File: src/rtl/tick_scheduler.sv
// tick_scheduler: shared prescaler plus one round-robin arbitrated
// tick countdown timer, time-multiplexed among NREQ requesters.
// The prescaler runs freely from reset and is never restarted by the
// arbiter. Only ticks seen while a delay is running are counted.
module tick_scheduler #(
  parameter int NREQ     = 4,
  parameter int PRESCALE = 2500,
  parameter int CW       = 16
) (
  input  logic                 clock,
  input  logic                 reset,
  input  logic [NREQ-1:0]      req,
  input  logic [NREQ*CW-1:0]   req_ticks,
  input  logic                 cancel,
  output logic                 tick,
  output logic                 clk_div,
  output logic [NREQ-1:0]      gnt,
  output logic [NREQ-1:0]      done,
  output logic                 busy
);

  // Prescaler counter width; a PRESCALE of 0 still needs one bit.
  localparam int PW = (PRESCALE > 0) ? $clog2(PRESCALE + 1) : 1;
  // Requester index width (NREQ >= 2, so at least one bit).
  localparam int IW = $clog2(NREQ);

  localparam logic [PW-1:0]   PC_MAX   = PW'(PRESCALE);
  // After reset the pointer sits on the last requester, so the search
  // starts at requester 0.
  localparam logic [IW-1:0]   LAST_RST = IW'(NREQ - 1);
  localparam logic [NREQ-1:0] ONE_HOT0 = {{(NREQ-1){1'b0}}, 1'b1};

  typedef enum logic [1:0] {
    ST_IDLE = 2'd0,
    ST_RUN  = 2'd1,
    ST_DONE = 2'd2
  } state_t;

  // Registers and their next-state values
  logic [PW-1:0]   pc_q,      pc_d;
  logic            tick_q,    tick_d;
  logic            clk_div_q, clk_div_d;
  state_t          state_q,   state_d;
  logic [NREQ-1:0] gnt_q,     gnt_d;
  logic [NREQ-1:0] done_q,    done_d;
  logic [CW-1:0]   cnt_q,     cnt_d;
  logic [IW-1:0]   last_q,    last_d;

  // Arbitration results
  logic            win_found_s;
  logic [IW-1:0]   win_idx_s;
  logic [CW-1:0]   win_ticks_s;

  // Derived conditions inside RUN
  logic            final_tick_s;

  // Free-running prescaler: wraps at PRESCALE, strobes tick and flips clk_div.
  always_comb begin
    if (pc_q == PC_MAX) begin
      pc_d      = '0;
      tick_d    = 1'b1;
      clk_div_d = ~clk_div_q;
    end else begin
      pc_d      = pc_q + PW'(1'b1);
      tick_d    = 1'b0;
      clk_div_d = clk_div_q;
    end
  end

  // Round-robin search starting one past the most recent grant, wrapping.
  always_comb begin
    win_found_s = 1'b0;
    win_idx_s   = '0;
    for (int k = 1; k <= NREQ; k++) begin
      if (!win_found_s && req[(int'(last_q) + k) % NREQ]) begin
        win_found_s = 1'b1;
        win_idx_s   = IW'((int'(last_q) + k) % NREQ);
      end
    end
  end

  // Requested tick count of the current winner.
  always_comb begin
    win_ticks_s = req_ticks[int'(win_idx_s)*CW +: CW];
  end

  // Last counted tick of a running delay (cnt is never 0 while running).
  always_comb begin
    final_tick_s = tick_q && (cnt_q == CW'(1'b1));
  end

  // All registers: synchronous active-high reset to the idle state.
  always_ff @(posedge clock) begin
    if (reset) begin
      pc_q      <= '0;
      tick_q    <= 1'b0;
      clk_div_q <= 1'b0;
      state_q   <= ST_IDLE;
      gnt_q     <= '0;
      done_q    <= '0;
      cnt_q     <= '0;
      last_q    <= LAST_RST;
    end else begin
      pc_q      <= pc_d;
      tick_q    <= tick_d;
      clk_div_q <= clk_div_d;
      state_q   <= state_d;
      gnt_q     <= gnt_d;
      done_q    <= done_d;
      cnt_q     <= cnt_d;
      last_q    <= last_d;
    end
  end

  // Next-state logic; cancel takes priority over the final tick in RUN.
  always_comb begin
    case (state_q)
      ST_IDLE: begin
        if (win_found_s) begin
          if (win_ticks_s != '0) begin
            state_d = ST_RUN;
          end else begin
            state_d = ST_DONE;
          end
        end else begin
          state_d = ST_IDLE;
        end
      end
      ST_RUN: begin
        if (cancel) begin
          state_d = ST_IDLE;
        end else if (final_tick_s) begin
          state_d = ST_DONE;
        end else begin
          state_d = ST_RUN;
        end
      end
      ST_DONE: begin
        state_d = ST_IDLE;
      end
      default: begin
        state_d = ST_IDLE;
      end
    endcase
  end

  // Datapath/output updates: grant, countdown, completion pulse, pointer.
  always_comb begin
    gnt_d  = gnt_q;
    done_d = done_q;
    cnt_d  = cnt_q;
    last_d = last_q;
    case (state_q)
      ST_IDLE: begin
        done_d = '0;
        if (win_found_s) begin
          gnt_d  = ONE_HOT0 << win_idx_s;
          last_d = win_idx_s;
          cnt_d  = win_ticks_s;
          // A zero-length delay completes together with its grant.
          if (win_ticks_s == '0) begin
            done_d = ONE_HOT0 << win_idx_s;
          end else begin
            done_d = '0;
          end
        end else begin
          gnt_d = '0;
        end
      end
      ST_RUN: begin
        if (cancel) begin
          // Abort silently; the pointer keeps the cancelled requester.
          gnt_d  = '0;
          cnt_d  = '0;
          done_d = '0;
        end else if (final_tick_s) begin
          cnt_d  = '0;
          done_d = gnt_q;
        end else if (tick_q) begin
          cnt_d  = cnt_q - CW'(1'b1);
        end else begin
          cnt_d  = cnt_q;
        end
      end
      ST_DONE: begin
        gnt_d  = '0;
        done_d = '0;
        cnt_d  = '0;
      end
      default: begin
        gnt_d  = '0;
        done_d = '0;
        cnt_d  = '0;
      end
    endcase
  end

  // Output drive: registered strobes, busy decoded from the state register.
  always_comb begin
    tick    = tick_q;
    clk_div = clk_div_q;
    gnt     = gnt_q;
    done    = done_q;
    busy    = (state_q != ST_IDLE);
  end

endmodule

File: config.mk
export PLATFORM = sky130hd
export DESIGN_NAME = tick_scheduler
export DESIGN_NICKNAME = d
export VERILOG_FILES = /design/src/rtl/tick_scheduler.sv
export SDC_FILE = /design/constraint.sdc
export NUM_CORES = 1
export LEC_CHECK = 0
export ABC_AREA = 0
export ABC_CLOCK_PERIOD_IN_PS = 4750
export CAP_MARGIN = 5
export CORE_ASPECT_RATIO = 0.9
export CORE_MARGIN = 3
export CORE_UTILIZATION = 47
export DETAILED_ROUTE_END_ITERATION = 8
export MAX_ROUTING_LAYER = met4
export PLACE_DENSITY = 0.8
export SYNTH_ARGS = -nofsm -noshare
export SYNTH_HDL_FRONTEND = slang
export SYNTH_SLANG_ARGS = --single-unit
File: constraint.sdc
create_clock -name clock -period 4.75 [get_ports clock]
set_input_delay 0.7125 -clock clock [delete_from_list [all_inputs] [get_ports clock]]
set_output_delay 0.7125 -clock clock [all_outputs]
set_load 0.02 [all_outputs]
==> results of run 1 <==
-- state kept, by name, summed over array words and instances, names as in the netlist --
name and cells:
cnt_q 16, pc_q 12, done 4, gnt 4, last_q 2, state_q 2
clk_div 1, tick 1
-- where the power goes --
group / total, mW / switching [mW] / internal [mW]
registers: 0.415 / 0.0330 / 0.382
clock network: 0.220 / 0.121 / 0.0987
logic: 0.401 / 0.202 / 0.199
-- cells by family (layout without fill, tap and decap cells) --
kind of cell	Yosys count	in the layout	share of synthesized area
AND/OR/NAND/NOR	129	129	0.224
AO/OA/AOI/OAI	54	54	0.143
multiplexers	53	53	0.201
flip-flops	42	42	0.309
buffers and inverters	26	100	0.0428
XOR/XNOR	19	19	0.0612
adder cells (fa/ha/maj)	4	4	0.0184
-- layout make-up --
| class | instances | area, um^2 | area share |
|---|---|---|---|
| multi-input combinational | 259 | 1780 | 0.486 |
| sequential | 42 | 841 | 0.230 |
| inverter | 8 | 30.0 | 0.00823 |
| clock buffer | 5 | 68.8 | 0.0189 |
| timing repair buffer | 85 | 841 | 0.230 |
| tap | 67 | 83.8 | 0.0230 |
| clock inverter | 2 | 10.0 | 0.00274 |
-- through the flow --
step | setup slack [ns] | util | cells
2_1_floorplan | 2.17 | - | 327
3_3_place_gp | 1.26 | 0.660 | 461
3_5_place_dp | 1.19 | 0.660 | 461
4_1_cts | 1.48 | 0.674 | 468
5_1_grt | 1.26 | 0.674 | 468
6_report | 1.44 | 0.674 | 468
-- routing by layer --
metal / vias to the layer above / track usage
li1: 1315 / -
met1: 1239 / 0.304
met3: 11 / 0.0388
met4: 0 / 0.0570
met2: 89 / 0.384
met5: - / -
-- cells in the final DEF (no fill, tap or decap), drive strengths merged, types with 3 or more instances in the layout --
master         count
a211oi             5
a21oi             10
a22oi              7
a311oi             4
a32o               3
and3               5
buf                4
clkbuf             5
clkdlybuf4s50     81
dfxtp             42
ha                 4
inv                8
mux2               3
mux2i             50
nand2             32
nand2b             5
nand3             10
nor2              47
nor3               6
nor4               7
o21ai              9
or3                3
or4                4
xnor2              7
xor2              12
-- cells in the mapped netlist, types with 5 or more instances --
library cell,n
a22oi_1,7
o21ai_0,6
a21oi_1,10
xor2_1,12
and3_1,5
nor2_1,47
clkbuf_1,10
nand2b_1,5
mux2i_1,50
nand3_1,10
nor3_1,6
nor4_1,7
a211oi_1,5
inv_1,8
xnor2_1,7
nand2_1,32
dfxtp_1,42
buf_2,6
-- worst max-delay path, stage by stage --
cell and delay, ns:
clkdlybuf4s50_1 0.53, nand3b_1 0.15, a31oi_4 0.23, buf_4 0.48, mux2i_1 0.28, mux2i_1 0.15, nor4_1 0.33, nand4_1 0.33
a22o_1 0.30
-- worst max path at each step --
stage,cells past startpoint,start,slack (ns),end
floorplan,9,req[0],2.17,state_q[0]$_SDFF_PP0_
global placement,9,req[3],1.26,state_q[0]$_SDFF_PP0_
detailed placement,9,req[3],1.19,state_q[0]$_SDFF_PP0_
CTS,9,req[3],1.48,state_q[0]$_SDFF_PP0_
global route,9,req[3],1.26,done[2]$_SDFFE_PP0P_
finish,9,req[3],1.44,state_q[0]$_SDFF_PP0_
==> impl_metrics.yaml, run 1 <==
outcome:
  outcome: "completed"
layout:
  layout-drive-gt1-share: 0.0499
  fin_area_mm2: 0.00365
  diodes: 0
  fill_cells: 430
  fin_nets: 476
  syn_to_final_growth_pct: 34.3
yosys:
  yosys.cell_types.count: 49
  synth.top_cell.area_share: 0.309
  avgSynthCellArea_um2: 8.31
  ys_ff_latch: 42
  yosys.area.top_type: "dfxtp_1"
  synth_edf_count: 0
  syn_inst: 327
  syn_nets: 402
  ys.flop_type: "dfxtp_1"
  synth_area_leaders: "dfxtp_1, mux2i_1, nor2_1"
  async_flop_share: 0
  yosysSeqAreaShare: 0.309
  yosysWarnings: 0
  syn_area_mm2: 0.00272
timing:
  rsz0062_at_grt: "false"
  worstMarginPinSlew_ns: 0.902
  fin_skew_ns: 0.00718
  setup_viol: 0
  hold_ws_ns: 0.483
  finalCritPeriodShare: 0.697
  maxClockFrequency_mhz: 302
  maxSlewViolCount: 0
  hold_viol: 0
  slew_headroom: 0.392
  setup_tns_ns: 0
  post-route-min-period_ns: 3.31
drt:
  wl_met1_mm: 3.15
  wl_per_cell_um: 15.9
  drc: 0
  dr_wl_met2_mm: 3.75
  wl_met3_um: 429
  highest-signal-layer: "met4"
  viasPerCell: 5.67
  drtIter0Drc: 286
  ant_nets: 0
  num_vias: 2654
  routed_wl_mm: 7.42
  firstDrtPassIters: 5
min_path:
  hold_path.startpoint: "pc_q[0]$_SDFF_PP0_"
  min_path_cells: 1
  hold_class: "reg -> reg"
  hold_end: "pc_q[0]$_SDFF_PP0_"
worst_setup_path:
  critPathKind: "in -> reg"
  r2r_end: "state_q[0]$_SDFF_PP0_"
  regToRegStartpoint: "last_q[1]$_SDFFE_PP1P_"
  reg2reg_depth: 8
  critPathArrivalTime_ns: 3.51
  start_kind: "input port"
  r2r_slack_ns: 1.93
  cp_max_fo: 32
  critPathRequiredTime_ns: 4.95
  worstSetupEndpointType: "flip-flop"
power_and_ir_drop:
  finalPower_mw: 1.04
  leakage_nw: 1.47
  power_density_mw_per_mm2: 284
  ir_drop_v: 0.000179
grt:
  antenna_found_initial: 0
  grt_pass1_wl_mm: 12.5
  overflow: 0
  grt_pass1_vias: 2597
  grt_max_degree: 33
  groute.usage.overall: 0.235
clock_network:
  h-tree-depth: 2
  post_cts_resize_count: 0
  cts_max_path_buffers: 2
  postCtsHoldBufs: 0
  cts_tree: "done"
  clkSlewWorstSetupHoldPaths_ns: 0.08
  postCtsSetupBuffers: 0
  numCtsBuffers: 5
  clock_sinks: 42
  clk_latency_ns: 0.30
  clock-root-buffer: "clkbuf_8"
place:
  placed_area_mm2: 0.00357
  gp_congestion: 0.909
  dp_hpwl_mm: 5.70
  portBuffers: 81
floorplanning:
  num_rows: 25
  coreArea_mm2: 0.00541
  die_h_um: 78.1
  die_w_um: 86.2
  die_area_mm2: 0.00673
  io_pins: 82
  start_util: 0.502
flow_run:
  max-cap-violations: 0
Note: power is estimated with default switching activity, not from simulation.
==> inputs of run 2 (changes only) <==
--- a/config.mk
+++ b/config.mk
@@ -6,7 +6,7 @@
 export NUM_CORES = 1
 export LEC_CHECK = 0
 export ABC_AREA = 0
-export ABC_CLOCK_PERIOD_IN_PS = 4750
+export ABC_CLOCK_PERIOD_IN_PS = 3200
 export CAP_MARGIN = 5
 export CORE_ASPECT_RATIO = 0.9
 export CORE_MARGIN = 3
==> constraint.sdc (replaced) <==
create_clock -name clock -period 3.2 [get_ports clock]
set_input_delay 0.48 -clock clock [delete_from_list [all_inputs] [get_ports clock]]
set_output_delay 0.48 -clock clock [all_outputs]
set_load 0.02 [all_outputs]
==> run 2 against run 1 <==
Effect of this change:
- design area is 2.1% higher
- clock skew is 0.0030 ns lower
- sequential share of layout area is 0.46 points lower
- setup slack worse by 1.0 ns
- first-iteration DRC count is 48% lower
- clock power is 83% higher
- worst hold slack worse by 0.00083 ns
- critical endpoint is now state_q[1]$_SDFF_PP0_
- largest power group unchanged
==> impl_metrics.yaml, run 2 (synthesis gave the netlist of run 1 again) <==
timing:
  maxClockFrequency_mhz: 359
  hold_viol: 0
  post-route-min-period_ns: 2.79
  slew_headroom: 0.490
  fin_skew_ns: 0.00419
  maxSlewViolCount: 0
  setup_tns_ns: 0
  finalCritPeriodShare: 0.872
  rsz0062_at_grt: "false"
  worst_slack_ns: 0.411
  setup_viol: 0
  worstMarginPinSlew_ns: 0.765
  hold_ws_ns: 0.482
min_path:
  hold_class: "reg -> reg"
power_and_ir_drop:
  power_density_mw_per_mm2: 439
  finalPower_mw: 1.64
  ir_drop_v: 0.000328
  leakage_nw: 1.50
clock_network:
  cts_max_path_buffers: 2
  post_cts_resize_count: 0
  clock-root-buffer: "clkbuf_8"
  clk_latency_ns: 0.29
  postCtsHoldBufs: 0
  numCtsBuffers: 5
  postCtsSetupBuffers: 0
  cts_tree: "done"
  clock_sinks: 42
  clkSlewWorstSetupHoldPaths_ns: 0.07
  h-tree-depth: 2
worst_setup_path:
  start_kind: "input port"
  cp_num_buf_inv: 2
  critPathKind: "in -> reg"
  cp_cell_sequence: "clkdlybuf4s50_1 > nand3b_1 > a31oi_4 > buf_12 > mux2i_1 > mux2i_1 > nor4_1 > nand4_1 > o32ai_1"
  worst_path_max_delay_cell: "clkdlybuf4s50_1"
  cpMostUsedCell: "mux2i_1"
  path_delay_family: "simple AND/OR/NAND/NOR gates"
  max_stage_delay_ns: 0.53
  critPathArrivalTime_ns: 2.97
  worstSetupEndpointType: "flip-flop"
  critPathRequiredTime_ns: 3.38
  cp_max_fo: 24
grt:
  antenna_found_initial: 0
  grt_max_degree: 25
  grt_pass1_wl_mm: 12.6
  grt_pass1_vias: 2606
  overflow: 0
  groute.usage.overall: 0.237
floorplanning:
  die_w_um: 86.2
  die_area_mm2: 0.00673
  num_rows: 25
  die_h_um: 78.1
  start_util: 0.502
  coreArea_mm2: 0.00541
  io_pins: 82
drt:
  routed_wl_mm: 7.61
  wl_met3_um: 420
  viasPerCell: 5.59
  ant_nets: 0
  highest-signal-layer: "met4"
  drtIter0Drc: 149
  wl_met1_mm: 3.33
  drc: 0
  dr_wl_met2_mm: 3.77
  firstDrtPassIters: 4
  num_vias: 2639
  wl_per_cell_um: 16.1
layout:
  layout_commonest_cell: "clkdlybuf4s50_1"
  largest-register: "cnt_q"
  fill_cells: 443
  reg_top3: "cnt_q (16), pc_q (12)"
  largest_reg_flops: 16
  syn_to_final_growth_pct: 37.1
  fin_nets: 479
  diodes: 0
  fin_area_mm2: 0.00372
  final_cells: 472
  layout.cells.most_common_list: "clkdlybuf4s50_1, mux2i_1, nor2_1, dfxtp_1, nand2_1"
  layout-drive-gt1-share: 0.0543
  post-route-util: 0.688
place:
  portBuffers: 81
  dpl_worst_slack_ns: 0.194
  placed_area_mm2: 0.00362
  dp_hpwl_mm: 5.94
  place_inst: 464
  gp_congestion: 0.838
flow_run:
  max-cap-violations: 0
outcome:
  outcome: "completed"
## run 2: per-layer routing
metal  up-vias  global-route usage
met4         0              0.0522
met5         -                   -
met2        69               0.402
li1       1330                   -
met1      1234               0.291
met3         6              0.0472
## run 2: cell type report
cell class	instances	area, um^2	share of cell area
inverters	8	30.0	0.00806
multi-input cells	259	1780	0.477
repair buffers	88	888	0.238
clock buffers	7	76.3	0.0205
flip-flops and latches	42	841	0.226
clock inverters	1	30.0	0.00806
well taps	67	83.8	0.0225
## run 2: report_power, final
group | internal, mW | total [mW] | switching [mW] | leakage, nW
Clock | 0.233 | 0.402 | 0.169 | 0.0524
Sequential | 0.567 | 0.617 | 0.0506 | 0.344
Combinational | 0.312 | 0.616 | 0.305 | 1.10
## run 2: worst paths after layout
path	from	endpoint	slack (ns)	cells after the start
min	gnt[3]$_SDFFE_PP0P_	gnt[3]$_SDFFE_PP0P_	0.48	2
max	req[3]	state_q[1]$_SDFF_PP0_	0.41	9
min reg2reg	gnt[3]$_SDFFE_PP0P_	gnt[3]$_SDFFE_PP0P_	0.48	2
max reg2reg	cnt_q[2]$_SDFFE_PP0P_	cnt_q[13]$_SDFFE_PP0P_	0.64	6
## run 2: worst register-to-register path: cells and delay by family (launching register included)
kind / cells / cell delay, ns
AOI/OAI and AO/OA: 3 / 0.93
DFF: 1 / 0.36
and+or+nand+nor: 3 / 1.17
